File: config.mk
export PLATFORM = sky130hd
export DESIGN_NAME = fpu_div
export DESIGN_NICKNAME = d
export VERILOG_FILES = /design/src/rtl/fpu_div.sv
export SDC_FILE = /design/constraint.sdc
export NUM_CORES = 1
export LEC_CHECK = 0
export BUFFER_PORTS_ARGS = -buffer_cell sky130_fd_sc_hd__buf_2
export CORE_UTILIZATION = 35
export CTS_CLUSTER_SIZE = 12
export DETAILED_ROUTE_END_ITERATION = 8
export SLEW_MARGIN = 20
export SYNTH_ARGS = -nofsm -noshare
export SYNTH_HDL_FRONTEND = slang
export SYNTH_SLANG_ARGS = --single-unit
File: constraint.sdc
create_clock -name clk -period 2.9 [get_ports clk]
set_input_delay 0.435 -clock clk [delete_from_list [all_inputs] [get_ports clk]]
set_output_delay 0.435 -clock clk [all_outputs]
set_load 0.02 [all_outputs]
File: src/rtl/fpu_div.sv
// fpu_div -- iterative IEEE 754 single-precision divider (outp = A / B).
//
// A restoring mantissa divider produces one quotient bit per clock. The
// 25-bit quotient is then normalised and truncated (round toward zero).
// A start/busy/done handshake launches one division; start is sampled only
// while idle. The exponent wraps modulo 256 unless special handling is built in.
//
// Build option (macro FPU_DIV_SPECIAL_EN):
//   defined   - zero/inf/NaN operands are decoded and resolve at the accepting
//               edge; the normal path saturates exponent overflow to inf and
//               underflow to zero.
//   undefined - every operand is taken as {1,mantissa}; 26-cycle latency always.
//
// Ports:
//   clk    in   1   rising-edge clock
//   rst_n  in   1   asynchronous active-low reset
//   start  in   1   division request, sampled only in IDLE
//   A      in  32   dividend, captured on accepted start
//   B      in  32   divisor, captured on accepted start
//   busy   out  1   high while a division is in progress
//   done   out  1   one-cycle pulse when outp is updated
//   outp   out 32   quotient, held until the next done
module fpu_div (
  input  logic        clk,
  input  logic        rst_n,
  input  logic        start,
  input  logic [31:0] A,
  input  logic [31:0] B,
  output logic        busy,
  output logic        done,
  output logic [31:0] outp
);

  localparam logic [1:0] IDLE = 2'd0;
  localparam logic [1:0] CALC = 2'd1;
  localparam logic [1:0] NORM = 2'd2;

`ifdef FPU_DIV_SPECIAL_EN
  // Two extra bits keep the true signed exponent for saturation.
  localparam int EW = 10;
`else
  // Only the low 8 bits are ever used, so the exponent is kept modulo 256.
  localparam int EW = 8;
`endif

  logic [1:0]    state_q, state_d;
  logic          sign_q, sign_d;
  logic [EW-1:0] exp_q, exp_d;
  logic [23:0]   mb_q, mb_d;
  logic [24:0]   r_q, r_d;
  logic [24:0]   q_q, q_d;
  logic [4:0]    count_q, count_d;
  logic          busy_q, busy_d;
  logic          done_q, done_d;
  logic [31:0]   outp_q, outp_d;

  logic [EW-1:0] exp_cap_s;
  logic [EW-1:0] exp_n_s;
  logic [22:0]   frac_s;
  logic          ge_s;
  logic [23:0]   diff_s;

  assign busy = busy_q;
  assign done = done_q;
  assign outp = outp_q;

  // Biased quotient exponent from the raw operand fields.
`ifdef FPU_DIV_SPECIAL_EN
  assign exp_cap_s = {2'b00, A[30:23]} - {2'b00, B[30:23]} + 10'd127;
`else
  assign exp_cap_s = A[30:23] - B[30:23] + 8'd127;
`endif

  // Restoring step: compare the partial remainder against the divisor.
  // When r >= mb the difference is below mb, so 24 bits hold it exactly.
  always_comb begin
    ge_s   = (r_q >= {1'b0, mb_q});
    diff_s = r_q[23:0] - mb_q;
  end

  // Normalise: a leading quotient bit in q[24] keeps the exponent, else shift.
  always_comb begin
    if (q_q[24]) begin
      frac_s  = q_q[23:1];
      exp_n_s = exp_q;
    end else begin
      frac_s  = q_q[22:0];
      exp_n_s = exp_q - EW'(1);
    end
  end

`ifdef FPU_DIV_SPECIAL_EN
  logic        a_zero_s, b_zero_s, a_inf_s, b_inf_s, a_nan_s, b_nan_s;
  logic        special_s;
  logic [31:0] special_val_s;

  // Operand classification and special-case result selection.
  always_comb begin
    a_zero_s = (A[30:23] == 8'h00);
    b_zero_s = (B[30:23] == 8'h00);
    a_inf_s  = (A[30:23] == 8'hFF) && (A[22:0] == 23'h0);
    b_inf_s  = (B[30:23] == 8'hFF) && (B[22:0] == 23'h0);
    a_nan_s  = (A[30:23] == 8'hFF) && (A[22:0] != 23'h0);
    b_nan_s  = (B[30:23] == 8'hFF) && (B[22:0] != 23'h0);
    special_s     = 1'b1;
    special_val_s = 32'h0;
    if (a_nan_s || b_nan_s || (a_zero_s && b_zero_s) || (a_inf_s && b_inf_s)) begin
      special_val_s = 32'h7FC0_0000;
    end else if (b_zero_s || a_inf_s) begin
      special_val_s = {A[31] ^ B[31], 8'hFF, 23'h0};
    end else if (a_zero_s || b_inf_s) begin
      special_val_s = {A[31] ^ B[31], 31'h0};
    end else begin
      special_s = 1'b0;
    end
  end
`endif

  // Next-state and datapath control.
  always_comb begin
    state_d = state_q;
    sign_d  = sign_q;
    exp_d   = exp_q;
    mb_d    = mb_q;
    r_d     = r_q;
    q_d     = q_q;
    count_d = count_q;
    busy_d  = busy_q;
    done_d  = 1'b0;
    outp_d  = outp_q;
    case (state_q)
      IDLE: begin
        if (start) begin
`ifdef FPU_DIV_SPECIAL_EN
          if (special_s) begin
            outp_d = special_val_s;
            done_d = 1'b1;
            busy_d = 1'b0;
          end else begin
            sign_d  = A[31] ^ B[31];
            exp_d   = exp_cap_s;
            mb_d    = {1'b1, B[22:0]};
            r_d     = {2'b01, A[22:0]};
            q_d     = 25'h0;
            count_d = 5'd0;
            busy_d  = 1'b1;
            state_d = CALC;
          end
`else
          sign_d  = A[31] ^ B[31];
          exp_d   = exp_cap_s;
          mb_d    = {1'b1, B[22:0]};
          r_d     = {2'b01, A[22:0]};
          q_d     = 25'h0;
          count_d = 5'd0;
          busy_d  = 1'b1;
          state_d = CALC;
`endif
        end else begin
          busy_d = 1'b0;
        end
      end
      CALC: begin
        // Shifting bits in from the right lands the first bit at q[24].
        if (ge_s) begin
          q_d = {q_q[23:0], 1'b1};
          r_d = {diff_s, 1'b0};
        end else begin
          q_d = {q_q[23:0], 1'b0};
          r_d = {r_q[23:0], 1'b0};
        end
        count_d = count_q + 5'd1;
        if (count_q == 5'd24) begin
          state_d = NORM;
        end else begin
          state_d = CALC;
        end
      end
      NORM: begin
`ifdef FPU_DIV_SPECIAL_EN
        if ($signed(exp_n_s) >= $signed(10'sd255)) begin
          outp_d = {sign_q, 8'hFF, 23'h0};
        end else if ($signed(exp_n_s) <= $signed(10'sd0)) begin
          outp_d = {sign_q, 31'h0};
        end else begin
          outp_d = {sign_q, exp_n_s[7:0], frac_s};
        end
`else
        outp_d = {sign_q, exp_n_s[7:0], frac_s};
`endif
        done_d  = 1'b1;
        busy_d  = 1'b0;
        state_d = IDLE;
      end
      default: begin
        busy_d  = 1'b0;
        state_d = IDLE;
      end
    endcase
  end

  // State and output registers.
  always_ff @(posedge clk or negedge rst_n) begin
    if (!rst_n) begin
      state_q <= IDLE;
      sign_q  <= 1'b0;
      exp_q   <= '0;
      mb_q    <= 24'h0;
      r_q     <= 25'h0;
      q_q     <= 25'h0;
      count_q <= 5'd0;
      busy_q  <= 1'b0;
      done_q  <= 1'b0;
      outp_q  <= 32'h0;
    end else begin
      state_q <= state_d;
      sign_q  <= sign_d;
      exp_q   <= exp_d;
      mb_q    <= mb_d;
      r_q     <= r_d;
      q_q     <= q_d;
      count_q <= count_d;
      busy_q  <= busy_d;
      done_q  <= done_d;
      outp_q  <= outp_d;
    end
  end

endmodule
**After elaboration in Yosys (flattened, before gate mapping)**

Index checks and enable logic that the tools add are counted.

- Flip-flop bits (word level): 124
- Bits of input ports: 67
- Output and inout bits: 34
- Logic and storage cells: 41

- Add/sub/neg operators: 5
- Magnitude comparators: 1
- Eq/ne operators: 4
- Mux-type cells: 16
- Bitwise operators: 1
- Reductions and logical operators: 4

Operator list:

| operator | count |
|---|---|
| one-hot mux 25 bit (2 select lines) | 2 |
| two-way mux 25 bit | 3 |
| >= comparator 25 x 24 -> 1 bit | 1 |
| subtractor 24 bit | 1 |
| two-way mux 23 bit | 1 |
| one-hot mux 5 bit (2 select lines) | 1 |
| adder 8 x 7 -> 8 bit (second input constant) | 1 |
| two-way mux 8 bit | 1 |
| subtractor 8 x 1 -> 8 bit (second input constant) | 1 |
| subtractor 8 bit | 1 |
| adder 5 x 1 -> 5 bit (second input constant) | 1 |
| == test 5 bit (second input constant) | 1 |
| two-way mux 5 bit | 1 |
| two-way mux 2 bit | 2 |
| one-hot mux 2 bit (2 select lines) | 1 |
| AND reduction 2 bit | 2 |
| two-way mux 1 bit | 3 |
| == test 2 x 1 -> 1 bit (second input constant) | 1 |
| == test 2 bit (second input constant) | 1 |
| logical NOT 2 bit | 1 |
| inequality test 2 bit (second input constant) | 1 |
| one-hot mux 1 bit (2 select lines) | 1 |
| nonzero test 2 bit | 1 |
| bitwise XOR 1 bit | 1 |

**Longest topological paths before layout**

Gate-level depths: netlist of run 1.

- Depth after elaboration: 3
- Mapped depth: 13

**Least setup slack after synthesis of run 1**

OpenSTA, ideal clock, no wires.

- Path type: register to register
- Start point: reg r_q[0]
- End point: reg r_q[23]
- Arrival time: 2,507 ps
- Path slack: 328 ps
- Stages on the path, launching flop included: 14
- Path buffers: 0
- Clock period less this slack: 2,572 ps
- Cell sequence: dfrtp_1 -> inv_1 -> ha_1 -> inv_1 -> fa_1 -> a21o_1 -> a221o_1 -> a211oi_2 -> a31oi_1 -> a21oi_1 -> o21ai_1 -> xnor2_1 -> o21ai_0 -> o21a_1

- Longest elaborated chain between the ends: 3
- Elaborated cells between the ends (all ways): 4
- Classes of those cells: add/sub: 1; order compare: 1; mux: 2

RTL lines:

| what | line | RTL |
|---|---|---|
| start: declaration | 50 | `logic [24:0] r_q, r_d;` |
| start signal: assignment | 220 | `r_q <= r_d;` |
| subtractor 24 bit / >= comparator 25 x 24 -> 1 bit (equally long branches) | 78, 77 |  |
| two-way mux 25 bit * | 165 | `if (ge_s) begin` |
| one-hot mux 25 bit (2 select lines) * | 131 | `case (state_q)` |

Every way passes the cells marked *; elsewhere a longest branch is shown, timed or not.
A chain may end at the register's enable or synchronous reset.

**Final worst setup path of run 1**

Ends and elaborated chain as after synthesis.

==> metrics.md, run 1 <==
| Metric | Value |
|---|---|
| Status | `finished clean` |
| Multi-input gate area | `between 0.003 and 0.004 mm²` |
| Max cap viols | `0` |
| Crit path top cell by count | `inv_2` |
| Drt pass-1 iters | `4` |
| Die area | `around 0.020 mm²` |
| Cell Area, Synth | `approximately 0.007 mm²` |
| Mux cell area share after synthesis | `0.0455` |
| Post-route cell area | `about 0.0084 mm²` |
| Most common cell after layout, fill and taps aside | `dfrtp_1` |
| Gpl congestion | `0.818` |
| Port bufs | `100` |
| Routed WL per cell | `14.2 µm` |
| CP max stage delay | `roughly 390 ps` |
| Cell Rows | `50` |
| Clk_lat worst skew | `roughly 430 ps` |
| Gr usage total | `0.166` |
| CP Max Fanout | `3` |
| Seq. cell area | `just over 0.003 mm²` |
| Layout cells sized above 1 | `0.207` |
| Primary FF master, synth | `dfrtp_1` |
| Antenna diodes | `0` |
| Vias | `between 5k and 6k` |
| Worst Hold Class | `input pin to asynchronous set/reset pin` |
| Data arrival, critical path | `approximately 3200 ps` |
| Maximum VDD drop | `649 µV` |
| Final HPWL DP | `between 10,000 and 15,000 µm` |
| Layout area overhead | `22.2%` |
| Setup crit start kind | `register` |
| Worst clock skew | `between 10 and 15 ps` |
| Die W | `between 100 and 150 µm` |
| Vias per cell | `5.01` |
| Setup violations, final | `0` |
| Post-Synth XOR/XNOR Area | `0.0422` |
| Tmin final | `around 2800 ps` |
| Mapped Cells | `roughly 730` |
| Core Area | `between 0.015 and 0.02 mm²` |
| Worst Max-Slew Pin Slew | `between 900 and 1000 ps` |
| Dpl cell area | `~0.0077 mm²` |
| ANT nets after route | `0` |
| Synth area leader | `dfrtp_1` |
| Final WL | `roughly 16,000 µm` |
| Final hold violations | `0` |
| Avg Inst Size Synth | `between 9 and 10 µm²` |
| I/O pin count | `slightly above 100` |
| Chip Height | `between 100 and 150 µm` |
| Post-synth EDFFs | `0` |
| CTS H-tree depth | `4` |
| Root Driver | `clkbuf_16` |
| # hold bufs at CTS | `0` |
| Simple-Gate Fraction of Synth Area | `0.111` |
| Pre-CTS WS | `between 50 and 60 ps` |
| Post-synthesis register bit count | `124` |
| WP data required | `roughly 3300 ps` |
| DRT iter0 DRCs | `202` |
| Complex-gate fraction of the synthesized area | `0.218` |
| Ys async rst share | `1.00` |
| Cells along the critical path | `inv_2, ha_4, inv_2, fa_2, a21o_1, a221o_1, a211oi_2, a31oi_2, a21oi_2, o21ai_2, xnor2_1, o21ai_0, o21a_1` |
| Static Leak | `approximately 0.0040 µW` |
| Final Power | `11,100 µW` |
| Vias in the first global route | `5,271` |
| Clock slew seen by the registers of the worst setup and hold paths | `roughly 60 ps` |
| Drt drc | `0` |
| Post-synth top area share | `0.453` |
| Fmax | `between 0.3 and 0.4 GHz` |
| Initial Util | `0.361` |
| Yosys cell types | `between 50 and 60` |
| Global-route wire length before repair | `~26,000 µm` |
| Antenna violations before repair | `0` |
| Critical path buffer and inverter count | `2` |
| Clock sink count | `124` |
| Slowest CP cell | `dfrtp_1` |
| Delay-heaviest family, CP | `compound AO/OA/AOI/OAI gates` |
| Rel. slew slack | `0.376` |
| RSZ-0062 raised after global routing | `true` |
| Net count, final | `about 940` |
| Adder-Cell Fraction of Synth Area | `0.0789` |
| Synth area leaders | `dfrtp_1 45%, ha_1 7.3%, o21ai_0 6.2%` |
| Tcrit/Tclk final | `0.971` |
| Syn_nets | `between 800 and 900` |
| Synth warn | `0` |
| Setup WS post-layout | `between 80 and 90 ps` |
| Hold_ws | `163 ps` |
| Largest family of logic cells by synthesized area | `compound AO/OA/AOI/OAI gates` |
| CTS tree | `built` |
| Crit path capture type | `register` |
| Pins Over Slew Limit | `0` |
| Largest net degree at the start of global routing | `70` |
| Setup CP Type | `register to register` |
| Most frequent cells in the layout | `124 x dfrtp_1, 99 x buf_2, 89 x nand2_1, 85 x o21ai_0, 62 x a21oi_1` |
| Total gr overflow | `0` |
| TritonCTS Buffers | `17` |
| Fill count | `between 1.5k and 2k` |
| Register area share after synthesis | `0.453` |
| CTS max path bufs | `2` |
| PD cells | `roughly 1300 mW/mm²` |
## timing repair
action,4_1_cts,5_1_grt
setup endpoints to repair,0,11
buffers inserted,0,5
resized for setup,0,10
## cell families after synthesis
group,count (synthesis)
AOI/OAI and AO/OA,241
muxes,31
xor gates and xnor gates,33
adders and majority gates,42
buffers and inverters,86
and+or+nand+nor,171
DFF,124
## synthesized netlist by cell type, types with 23 or more instances
cell      count
inv_1        46
xnor2_1      23
a21oi_1      65
o21ai_0      85
nor2_1       30
ha_1         40
dfrtp_1     124
clkbuf_1     32
nand2_1      89
a22o_1       24
mux2i_1      30
## power by group
part           switching, µW  leakage, µW  total, µW  internal [µW]
sequential               524      0.00157       2960           2430
combinational           3210      0.00210       5950           2730
clock                    800     0.000293       2200           1400
total                   4540      0.00396      11100           6570
## per-layer routing
metal	vias to the layer above	track usage	share of wire
met4	0	0.0611	0.014
met2	131	0.266	0.47
met3	15	0.0361	0.048
met5	-	0	0
li1	2779	-	-
met1	2588	0.221	0.47
## flip-flops by register name, indices dropped and copies added (netlist names)
signal	count
busy	1
count_q	5
done	1
exp_q	8
mb_q	24
outp	32
q_q	25
r_q	25
sign_q	1
state_q	2
## final cells by class
class	count	area share
multi-input combinational	518	0.412
sequential	124	0.371
timing repair buffer	121	0.0834
clock buffer	20	0.0546
tap	260	0.0389
inverter	46	0.0206
clock inverter	12	0.0193
## metrics by stage
stage	cells	utilization	setup TNS (ps)
2_1_floorplan	728	-	0
3_3_place_gp	1064	0.405	0
3_5_place_dp	1064	0.405	0
4_1_cts	1096	0.438	0
5_1_grt	1101	0.442	-59.4
6_report	1101	0.442	0
## final timing paths
check | start | endpoint | slack (ps) | cells after the start
hold / removal | rst_n | outp[4] | 160 | 1
setup reg to reg | r_q[0] | r_q[23] | 80 | 13
setup / recovery | r_q[0] | r_q[23] | 80 | 13
hold reg to reg | outp[19] | outp[19] | 470 | 2
max in group asynchronous | rst_n | outp[9] | 2020 | 2
min in group clk | B[15] | mb_q[15] | 210 | 3
Note: power is estimated with default switching activity, not from simulation.
==> run 2: changes to the inputs <==
--- a/config.mk
+++ b/config.mk
@@ -9,6 +9,7 @@
 export CORE_UTILIZATION = 35
 export CTS_CLUSTER_SIZE = 12
 export DETAILED_ROUTE_END_ITERATION = 8
+export PLACE_DENSITY_LB_ADDON = 0.1
 export SLEW_MARGIN = 20
 export SYNTH_ARGS = -nofsm -noshare
 export SYNTH_HDL_FRONTEND = slang
==> constraint.sdc (replaced) <==
create_clock -name clk -period 2.5 [get_ports clk]
set_input_delay 0.375 -clock clk [delete_from_list [all_inputs] [get_ports clk]]
set_output_delay 0.375 -clock clk [all_outputs]
set_load 0.02 [all_outputs]
==> run 2 against run 1 <==
Against the previous run: the flow now finishes with violations (negative setup slack); sequential share of layout area decreased by 3.2 points; core utilization increased by 4.2 points; non-clock buffer count increased by 60; sequential cell count unchanged; worst hold slack got worse by 3.3 ps; routed wire length increased by 14%; via count increased by 4.6%; global-route usage increased by 1.9 points; maximum frequency increased by 2.6%; die area unchanged; combinational power increased by 62%; critical endpoint is now r_q[21]; largest power group unchanged.
==> metrics.md, run 2 (synthesis gave the netlist of run 1 again) <==
| Metric | Value |
|---|---|
| Tmin final | `between 2000 and 3000 ps` |
| Initial Util | `0.361` |
| Largest net degree at the start of global routing | `slightly above 60` |
| Post-route cell area | `between 0.009 and 0.01 mm²` |
| Vias in the first global route | `around 5.8k` |
| Static Leak | `about 0.0043 µW` |
| CTS H-tree depth | `4` |
| CP Max Fanout | `2` |
| Port bufs | `100` |
| Worst clock skew | `around 6.3 ps` |
| Final hold violations | `0` |
| Final WL | `17,900 µm` |
| Top sig layer | `met4` |
| Cells along the critical path | `inv_2, ha_4, inv_2, fa_2, a21o_1, a221o_1, a211oi_4, a31oi_2, a21oi_2, xor2_1, nor2_1, a21oi_1, a21oi_1` |
| Die W | `between 100 and 150 µm` |
| Setup violations, final | `24` |
| Wire length on met2 | `between 8000 and 9000 µm` |
| Core Area | `approximately 0.019 mm²` |
| Critical path buffer and inverter count | `2` |
| Gpl congestion | `approximately 0.83` |
| WP data required | `between 2000 and 3000 ps` |
| Antenna diodes | `0` |
| Flip-flop count of the largest register after layout | `32` |
| RSZ-0062 raised after global routing | `true` |
| Delay-heaviest family, CP | `compound AO/OA/AOI/OAI gates` |
| Data arrival, critical path | `approximately 3000 ps` |
| Cell Rows | `50` |
| Most common cell after layout, fill and taps aside | `dfrtp_1` |
| Antenna violations before repair | `0` |
| Fmax | `0.364 GHz` |
| Total gr overflow | `0` |
| WL met1 | `8220 µm` |
| I/O pin count | `101` |
| Crit path capture type | `register` |
| Vias per cell | `about 5.0` |
| Routed WL per cell | `around 15 µm` |
| Setup CP Type | `register to register` |
| ANT nets after route | `0` |
| Rel. slew slack | `0.620` |
| Max cap viols | `0` |
| Layout area overhead | `33.7%` |
| Hold depth | `3` |
| Final HPWL DP | `between 10,000 and 15,000 µm` |
| Setup crit start kind | `register` |
| Reg2Reg Depth | `13` |
| Failing checks | `negative setup slack` |
| Worst Hold Class | `input pin to register` |
| Setup WS post-layout | `-245 ps` |
| PD cells | `approximately 1700 mW/mm²` |
| Vias | `about 5.8k` |
| TritonCTS Buffers | `17` |
| CTS max path bufs | `2` |
| Root Driver | `clkbuf_16` |
| Die area | `roughly 0.02 mm²` |
| Met3 routed WL | `525 µm` |
| CP Depth | `13` |
| Slowest CP cell | `dfrtp_1` |
| Gr usage total | `0.185` |
| Clock sink count | `~120` |
| Net count, final | `about 1,000` |
| Layout cells sized above 1 | `0.299` |
| Drt drc | `0` |
| Clock slew seen by the registers of the worst setup and hold paths | `about 60 ps` |
| Dpl cell area | `between 0.007 and 0.008 mm²` |
| Drt pass-1 iters | `4` |
| Maximum VDD drop | `around 970 µV` |
| Chip Height | `142 µm` |
| Clk_lat worst skew | `~420 ps` |
| DRT iter0 DRCs | `between 200 and 250` |
| CTS tree | `built` |
| Global-route wire length before repair | `a little under 30,000 µm` |
| Pre-CTS WS | `-329 ps` |
| Worst Max-Slew Pin Slew | `about 570 ps` |
| Most frequent cells in the layout | `124 x dfrtp_1, 99 x buf_2, 89 x nand2_1, 78 x o21ai_0, 60 x buf_4` |
| Pins Over Slew Limit | `0` |
| Tcrit/Tclk final | `1.10` |
| Status | `finished with violations` |
| CP max stage delay | `a little under 400 ps` |
run 2: final cells by class:
cell class | instances | area [µm²]
Clock buffer | 18 | 439
Multi-Input combinational cell | 518 | 3680
Timing Repair Buffer | 181 | 1320
Clock inverter | 12 | 119
Fill cell | 1847 | 9800
Sequential cell | 124 | 3100
Tap cell | 260 | 325
Inverter | 46 | 173
run 2: layer usage:
| layer | global-route usage | vias up |
|---|---|---|
| met5 | 0 | - |
| met4 | 0.0668 | 0 |
| met3 | 0.0388 | 19 |
| met2 | 0.319 | 92 |
| met1 | 0.229 | 2753 |
| li1 | - | 2902 |
run 2: final timing paths:
kind                          start  endpoint  slack (ps)
setup / recovery             r_q[0]   r_q[21]        -240
hold / removal                B[14]  mb_q[14]         160
setup reg to reg             r_q[0]   r_q[21]        -240
hold reg to reg            mb_q[23]  mb_q[23]         450
max in group asynchronous     rst_n  outp[24]        1250
min in group asynchronous     rst_n  exp_q[7]         480
run 2: through the flow:
stage               cells  hold slack [ps]  power, µW  setup TNS, ps   util
global route         1159              148      16600          -5520  0.483
floorplan             728             79.4       8660          -16.8      -
CTS                  1152              143      14600          -2710  0.471
global placement     1101              380      10800          -1500  0.421
finish               1159              160      15400          -2110  0.483
detailed placement   1101              405      10900          -2450  0.421
run 2: repair_timing:
| item | 4_1_cts | 5_1_grt |
|---|---|---|
| setup buffers | 16 | 9 |
| pin swaps | 19 | 26 |
| gates cloned | 4 | 2 |
| endpoints found under the hold margin | 35 | 0 |
| setup endpoints to repair | 24 | 25 |
| resized for setup | 43 | 37 |
| hold buffers | 1 | 0 |
run 2: where the power goes:
part | leakage [µW] | switching [µW] | total, µW | internal [µW]
Clock | 0.000265 | 935 | 2330 | 1390
Sequential | 0.00157 | 583 | 3410 | 2820
Combinational | 0.00248 | 4730 | 9630 | 4900
Total | 0.00432 | 6250 | 15400 | 9120
run 2: worst min-delay path: stages:
cell and delay [ps]:
buf_2 70, nand2_1 30, o21ai_0 50
